**config.mk**
```make
export PLATFORM = sky130hd
export DESIGN_NAME = fetch_stage_flat
export DESIGN_NICKNAME = d
export VERILOG_FILES = /design/src/rtl/fetch_if.sv /design/src/rtl/fetch_stage.sv /design/src/flat_wrapper.sv
export SDC_FILE = /design/constraint.sdc
export NUM_CORES = 1
export LEC_CHECK = 0
export BUFFER_PORTS_ARGS = -buffer_cell sky130_fd_sc_hd__buf_2
export CAP_MARGIN = 25
export CELL_PAD_IN_SITES_DETAIL_PLACEMENT = 1
export CELL_PAD_IN_SITES_GLOBAL_PLACEMENT = 2
export CORE_UTILIZATION = 27
export DETAILED_ROUTE_END_ITERATION = 12
export GPL_ROUTABILITY_DRIVEN = 0
export GPL_TIMING_DRIVEN = 1
export PLACE_DENSITY = 0.78
export RECOVER_POWER = 100
export SYNTH_ARGS = -nofsm -noshare
export SYNTH_HDL_FRONTEND = slang
export SYNTH_SLANG_ARGS = --single-unit
```
**constraint.sdc**
```tcl
create_clock -name clk -period 2.3 [get_ports clk]
set_input_delay 0.46 -clock clk [delete_from_list [all_inputs] [get_ports clk]]
set_output_delay 0.46 -clock clk [all_outputs]
set_load 0.02 [all_outputs]
```
**src/rtl/fetch_if.sv**
```systemverilog
// Signal bundle between the LEGv8 IF stage and its surroundings: redirect
// controls from later stages, the instruction ROM port and the IF/ID register.
interface fetch_if #(
    parameter int N       = 64,
    parameter int IMEM_AW = 7
);
  logic               stall_i;
  logic               branch_taken_i;
  logic [N-1:0]       branch_target_i;
  logic               exc_i;
  logic               eret_i;
  logic [N-1:0]       elr_i;
  logic [IMEM_AW-1:0] imem_addr_o;
  logic [31:0]        imem_q_i;
  logic [N-1:0]       pc_o;
  logic               ifid_valid_o;
  logic [N-1:0]       ifid_pc_o;
  logic [31:0]        ifid_instr_o;
  logic               ifid_fault_o;

  modport master (
    input  stall_i, branch_taken_i, branch_target_i, exc_i, eret_i, elr_i, imem_q_i,
    output imem_addr_o, pc_o, ifid_valid_o, ifid_pc_o, ifid_instr_o, ifid_fault_o
  );

  modport slave (
    output stall_i, branch_taken_i, branch_target_i, exc_i, eret_i, elr_i, imem_q_i,
    input  imem_addr_o, pc_o, ifid_valid_o, ifid_pc_o, ifid_instr_o, ifid_fault_o
  );
endinterface

```
**src/rtl/fetch_stage.sv**
```systemverilog
// LEGv8 instruction-fetch stage: PC register, next-PC selection, combinational
// ROM addressing and the IF/ID pipeline register with fetch-fault tagging.
module fetch_stage #(
    parameter int           N          = 64,
    parameter int           IMEM_AW    = 7,
    parameter logic [N-1:0] EXC_VECTOR = 64'h00000000000000D8
) (
    input logic    clk,
    input logic    reset,
    fetch_if.master bus
);

  logic [N-1:0] pc_reg;
  logic [N-1:0] pc_next;
  logic         ifid_valid_reg;
  logic [N-1:0] ifid_pc_reg;
  logic [31:0]  ifid_instr_reg;
  logic         ifid_fault_reg;
  logic         fault;
  logic         redirect;

  // Misaligned, or above the ROM's reach: the word fetched is not trustworthy.
  assign fault    = (pc_reg[1:0] != 2'b00) || (pc_reg[N-1:IMEM_AW+2] != '0);
  assign redirect = bus.exc_i || bus.eret_i || bus.branch_taken_i;

  always_comb begin
    pc_next = pc_reg + N'(4);
    if (bus.exc_i)               pc_next = EXC_VECTOR;
    else if (bus.eret_i)         pc_next = bus.elr_i;
    else if (bus.branch_taken_i) pc_next = bus.branch_target_i;
    else if (bus.stall_i)        pc_next = pc_reg;
  end

  always_ff @(posedge clk) begin
    if (reset) begin
      pc_reg         <= '0;
      ifid_valid_reg <= 1'b0;
      ifid_pc_reg    <= '0;
      ifid_instr_reg <= 32'h0;
      ifid_fault_reg <= 1'b0;
    end else begin
      pc_reg <= pc_next;
      // A redirect kills the wrong-path instruction even while stalled.
      if (redirect) begin
        ifid_valid_reg <= 1'b0;
        ifid_pc_reg    <= '0;
        ifid_instr_reg <= 32'h0;
        ifid_fault_reg <= 1'b0;
      end else if (!bus.stall_i) begin
        ifid_valid_reg <= 1'b1;
        ifid_pc_reg    <= pc_reg;
        ifid_instr_reg <= fault ? 32'h0 : bus.imem_q_i;
        ifid_fault_reg <= fault;
      end
    end
  end

  assign bus.imem_addr_o  = pc_reg[IMEM_AW+1:2];
  assign bus.pc_o         = pc_reg;
  assign bus.ifid_valid_o = ifid_valid_reg;
  assign bus.ifid_pc_o    = ifid_pc_reg;
  assign bus.ifid_instr_o = ifid_instr_reg;
  assign bus.ifid_fault_o = ifid_fault_reg;

endmodule

```
**src/flat_wrapper.sv**
```systemverilog
// flat-port wrapper written by rule: the top's interface ports become plain ports
module fetch_stage_flat 
#(
    parameter int           N          = 64,
    parameter int           IMEM_AW    = 7,
    parameter logic [N-1:0] EXC_VECTOR = 64'h00000000000000D8
)
  (clk, reset, bus_stall_i, bus_branch_taken_i, bus_branch_target_i, bus_exc_i, bus_eret_i, bus_elr_i, bus_imem_q_i, bus_imem_addr_o, bus_pc_o, bus_ifid_valid_o, bus_ifid_pc_o, bus_ifid_instr_o, bus_ifid_fault_o);
  fetch_if #(.N(N), .IMEM_AW(IMEM_AW)) bus_i ();
  input logic clk;
  input logic reset;
  input wire logic [$bits(bus_i.stall_i)-1:0] bus_stall_i;
  input wire logic [$bits(bus_i.branch_taken_i)-1:0] bus_branch_taken_i;
  input wire logic [$bits(bus_i.branch_target_i)-1:0] bus_branch_target_i;
  input wire logic [$bits(bus_i.exc_i)-1:0] bus_exc_i;
  input wire logic [$bits(bus_i.eret_i)-1:0] bus_eret_i;
  input wire logic [$bits(bus_i.elr_i)-1:0] bus_elr_i;
  input wire logic [$bits(bus_i.imem_q_i)-1:0] bus_imem_q_i;
  output wire logic [$bits(bus_i.imem_addr_o)-1:0] bus_imem_addr_o;
  output wire logic [$bits(bus_i.pc_o)-1:0] bus_pc_o;
  output wire logic [$bits(bus_i.ifid_valid_o)-1:0] bus_ifid_valid_o;
  output wire logic [$bits(bus_i.ifid_pc_o)-1:0] bus_ifid_pc_o;
  output wire logic [$bits(bus_i.ifid_instr_o)-1:0] bus_ifid_instr_o;
  output wire logic [$bits(bus_i.ifid_fault_o)-1:0] bus_ifid_fault_o;
  assign bus_i.stall_i = bus_stall_i;
  assign bus_i.branch_taken_i = bus_branch_taken_i;
  assign bus_i.branch_target_i = bus_branch_target_i;
  assign bus_i.exc_i = bus_exc_i;
  assign bus_i.eret_i = bus_eret_i;
  assign bus_i.elr_i = bus_elr_i;
  assign bus_i.imem_q_i = bus_imem_q_i;
  assign bus_imem_addr_o = bus_i.imem_addr_o;
  assign bus_pc_o = bus_i.pc_o;
  assign bus_ifid_valid_o = bus_i.ifid_valid_o;
  assign bus_ifid_pc_o = bus_i.ifid_pc_o;
  assign bus_ifid_instr_o = bus_i.ifid_instr_o;
  assign bus_ifid_fault_o = bus_i.ifid_fault_o;
  fetch_stage #(.N(N), .IMEM_AW(IMEM_AW), .EXC_VECTOR(EXC_VECTOR)) u_core (.clk(clk), .reset(reset), .bus(bus_i));
endmodule
```
Word-level counts from Yosys, hierarchy flattened
Cells that the tools add are included.

Word-level logic and storage cells: 21. Register bits after elaboration: 162. Input bits: 166.

Reductions and logical operators: 7. Muxes and demuxes: 5. $add $sub $neg: 1. Equality and inequality tests: 2.

Operator list (number): 64-bit 2-to-1 mux (3); 64-bit by 3-bit adder with 64-bit output (second input constant) (1); 55-bit nonzero test (1); 32-bit 2-to-1 mux (1); 8-bit 2-to-1 mux (1); 4-bit by 1-bit != test with 1-bit output (second input constant) (1); 2-bit OR reduction (2); 1-bit logical OR (3); 3-bit by 1-bit != test with 1-bit output (second input constant) (1); 2-bit nonzero test (1).

Longest topological paths before layout
Depth in word-level cells: 5. Mapped depth: 10. Depth with buffers taken out: 7.

Least setup slack after synthesis
No wires, ideal clock.

Kind: reg-to-reg. Start point: register u_core.pc_reg[2], in the netlist u_core.bus.pc_o[2]. End point: register u_core.pc_reg[44], in the netlist u_core.bus.pc_o[44]. Path slack: 127 ps. Stages on the path, launching flop included: 11. Arrival: 2099 ps. Required time: 2226 ps. Library setup time: 74 ps. Path buffers: 3. Period minus slack after synthesis: 2173 ps. Path through: dfxtp_1 -> ha_1 -> buf_2 -> nand2_1 -> nor3_1 -> nand4b_4 -> buf_6 -> buf_6 -> nor4_1 -> o21ai_1 -> a31oi_1.

Word-level cells in the longest chain between the ends: 4.

Ends and longest elaborated chain: start, declared (RTL line fetch_stage.sv:13) `logic [N-1:0] pc_reg;`; start signal, assigned (RTL line fetch_stage.sv:42) `pc_reg <= pc_next;`; 64-bit by 3-bit adder with 64-bit output (RTL line fetch_stage.sv:27) `pc_next = pc_reg + N'(4);`; 64-bit 2-to-1 mux (RTL line fetch_stage.sv:31) `else if (bus.stall_i) pc_next = pc_reg;`; 64-bit 2-to-1 mux (RTL line fetch_stage.sv:30) `else if (bus.branch_taken_i) pc_next = bus.branch_target_i;`; 64-bit 2-to-1 mux (RTL line fetch_stage.sv:29) `else if (bus.eret_i) pc_next = bus.elr_i;`.

Every way passes these cells. The select of a mux whose other input is x is not followed. A chain may end at the register's enable or synchronous reset.

Worst setup path in the final report
Start point: register u_core.pc_reg[32], in the netlist u_core.bus.pc_o[32]. End point: register u_core.pc_reg[44], in the netlist u_core.bus.pc_o[44].

Same word-level chain as after synthesis.

==> impl_summary.log <==
[metrics] initial core utilization: 27.5%
[metrics] Final setup viols: 0
[metrics] cell types with the largest area share after synthesis: dfxtp_1 40%, mux2i_1 8.3%, nor2_1 7.1%
[metrics] slack of the worst reg-to-reg path: 0.16 ns
[metrics] placed wire-length estimate: 26.8 mm
[metrics] relative max-transition margin: 28.0%
[metrics] standard cell core area: 0.0296 mm2
[metrics] hold violation count in the final report: 0
[metrics] Yosys warning total: 0
[metrics] P_leak: 4.22 nW
[metrics] reg-to-reg startpoint: u_core.bus.pc_o[32]$_SDFFE_PP0P_
[metrics] Buffers on Ports: 334
[metrics] f_max: 467 MHz
[metrics] overall fraction of global-route tracks in use: 22.7%
[metrics] hold_buf cts: 0
[metrics] share of async-settable or async-resettable flops after synthesis: 0%
[metrics] clock latency reported for the late side of the worst-skew pair: 0.44 ns
[metrics] worst setup path category: flop to flop
[metrics] total nets after synthesis: 1146
[metrics] hold wc startpoint: bus_imem_q_i[31]
[metrics] register area: 0.00324 mm2
[metrics] commonest cells after routing, fill and taps aside: 176 x buf_2, 174 x clkbuf_1, 161 x dfxtp_1, 154 x nor2_1, 84 x a21oi_1
[metrics] crit path cell chain: nand4_1 -> nor2_1 -> nand2_1 -> o31a_1 -> o21ai_0 -> a31oi_1
[metrics] wire length reported by the detailed router: 35.5 mm
[metrics] Min Clock Period, post-route: 2.14 ns
[metrics] Worst EP required: 2.63 ns
[metrics] max-cap check violation count: 0
[metrics] Vias per Instance: 5.09
[metrics] post-synthesis instance area: 0.00816 mm2
[metrics] ANT nets after route: 0
[metrics] number of DRC violations after detailed routing: 0
[metrics] clock tree root buffer cell: clkbuf_16
[metrics] Avg Synthesized Cell Area: 8.33 um2
[metrics] depth of the CTS H-tree: 4
[metrics] class of the worst hold path: primary input to flop
[metrics] worst clock skew: 0.0115 ns
[metrics] clock tree from TritonCTS: yes
[metrics] clk sink count: 162
[metrics] Filler cells: 3704
[metrics] wire length of the first global-routing pass: 53.7 mm
[metrics] number of enable flip-flop cells after synthesis: 0
[metrics] Most used DFF post-synth: dfxtp_1
[metrics] vias after detailed routing: 8839
[metrics] final cycle utilization of the critical path: 93.0%
[metrics] result of the run: finished, final reports clean
[metrics] Area Growth Syn to Fin: 34.0%
[metrics] clock transition time at the flip-flop clock pins of the worst setup and hold paths: 0.07 ns
[metrics] area share of the largest cell type after synthesis: 39.8%
[metrics] cells after synthesis: 979
[metrics] routed len/inst: 20.4 um
[metrics] Worst Setup Start Kind: flop
[metrics] number of synthesized register bits: 162
[metrics] Final nets: 1498
[metrics] placement row count: 63
[metrics] die boundary width: 176 um
[metrics] vias in the first global route: 9158
[metrics] synth unique cells: 57
[metrics] critical path capture point type: flop
[metrics] multi-input gate area in the final layout: 0.00437 mm2
[metrics] max-slew violation count: 0
[metrics] leading area contributor after synthesis: dfxtp_1
[metrics] Pwr Density: 640 mW/mm2
[metrics] total congestion overflow: 0
[metrics] cell area reported after detailed placement: 0.0107 mm2
[metrics] delay contributed by the slowest stage of the critical path: 0.45 ns
[metrics] arrival time at the worst endpoint: 2.47 ns
[metrics] cell at the slowest stage of the critical path: nor2_1
[metrics] number of placed I/O pins: 335
[metrics] height of the die: 176 um
[metrics] layout cell share with drive strength beyond 1: 22.8%
[metrics] final standard cell area without fillers: 0.0109 mm2
[metrics] maximum buffer depth of the clock tree: 2
[metrics] pin count of the biggest net entering global routing: 50
[metrics] RSZ-0062 raised after global routing: no
[metrics] TritonRoute pass-1 iters: 5
[metrics] die outline area: 0.0309 mm2
[metrics] core utilization of the finished layout: 36.9%
[metrics] start point of the critical path: u_core.bus.pc_o[32]$_SDFFE_PP0P_
[metrics] number of DRC markers after the initial detailed-route iteration: 381
[metrics] number of buffers inserted during clock tree synthesis: 17
[metrics] Setup TNS Final: 0 ns
[metrics] commonest non-fill, non-tap cell in the layout: buf_2
[metrics] sequential fraction of the synthesis area: 39.8%
[metrics] antenna violations before repair: 3
[metrics] # Post-CTS Setup Buffers: 0
[metrics] worst ir drop on vdd: 0.400 mV
[metrics] Tightest Pin Transition: 1.08 ns
[metrics] biggest fanout along the worst timing path: 9
-- stage by stage --
step	hold WS [ns]	cells	power, mW	setup WS [ns]
after floorplan	0.526	979	3.52	0.127
after CTS	0.230	1734	7.10	0.112
after detailed placement	0.447	1702	4.03	0.117
after global routing	0.239	1734	7.27	0.00947
final	0.247	1736	6.99	0.161
after global placement	0.436	1702	4.02	0.119
-- cell usage after synthesis (22+ instances only) --
library cell,n
a21oi_1,84
nand3_1,27
xnor2_1,35
mux2i_1,68
dfxtp_1,162
nor2_1,155
a22oi_1,35
clkbuf_1,52
and3_1,22
o22ai_1,23
buf_2,23
o21ai_0,32
nand2_1,59
-- kinds of logic (layout without fill, tap and decap cells) --
family | after synthesis | in the layout | synth area share, %
AO/OA/AOI/OAI | 237 | 237 | 18.3
XOR/XNOR | 46 | 46 | 4.94
buffers and inverters | 108 | 473 | 6.01
other | 0 | 2 | 0
adder cells (fa/ha/maj) | 1 | 1 | 0.153
flip-flops | 162 | 162 | 39.8
AND/OR/NAND/NOR | 357 | 357 | 22.5
multiplexers | 68 | 68 | 8.35
-- critical path, delay by kind of cell (launching register included) --
family           cells  cell delay (ns)
AO/OA/AOI/OAI        3             0.65
flip-flops           1             0.33
AND/OR/NAND/NOR      3             1.04
-- final cells by class --
| class | instances | area share (%) |
|---|---|---|
| multi-input cells | 709 | 40.0 |
| flip-flops and latches | 162 | 29.7 |
| repair buffers | 425 | 19.6 |
| well taps | 390 | 4.47 |
| clock buffers | 21 | 4.21 |
| clock inverters | 11 | 1.40 |
| inverters | 16 | 0.550 |
| diodes | 2 | 0.0458 |
-- sequential cells by signal (all words and copies together), names as in the netlist, named ones only --
name and count:
u_core.bus.ifid_pc_o 64, u_core.bus.pc_o 62, u_core.bus.ifid_instr_o 32, u_core.bus.ifid_fault_o 1, u_core.bus.ifid_valid_o 1
-- per-layer routing --
layer / GRT usage [%] / vias up / wire (um)
li1: - / 4221 / -
met1: 28.3 / 4301 / 15600
met2: 38.9 / 281 / 17300
met3: 4.98 / 36 / 2010
met4: 6.52 / 0 / 564
met5: 0 / - / 0
-- where the power goes --
group | leakage [nW] | switching (mW) | internal, mW
registers | 1.31 | 0.0737 | 2.86
logic | 2.61 | 0.605 | 0.393
clock network | 0.290 | 1.28 | 1.78
total | 4.22 | 1.96 | 5.03
-- worst paths after layout --
path	depth (start not counted)	to
setup / recovery	6	u_core.bus.pc_o[44]$_SDFFE_PP0P_
hold / removal	3	u_core.bus.ifid_instr_o[31]$_SDFFE_PP0N_
setup reg to reg	6	u_core.bus.pc_o[44]$_SDFFE_PP0P_
hold reg to reg	2	u_core.bus.ifid_valid_o$_SDFFE_PP0N_
-- repair_timing --
action	4_1_cts	5_1_grt
endpoints found under the setup margin	0	1
gates resized for setup	0	1
hold endpoints to repair	0	0
Power figures use the tool's default switching activity.
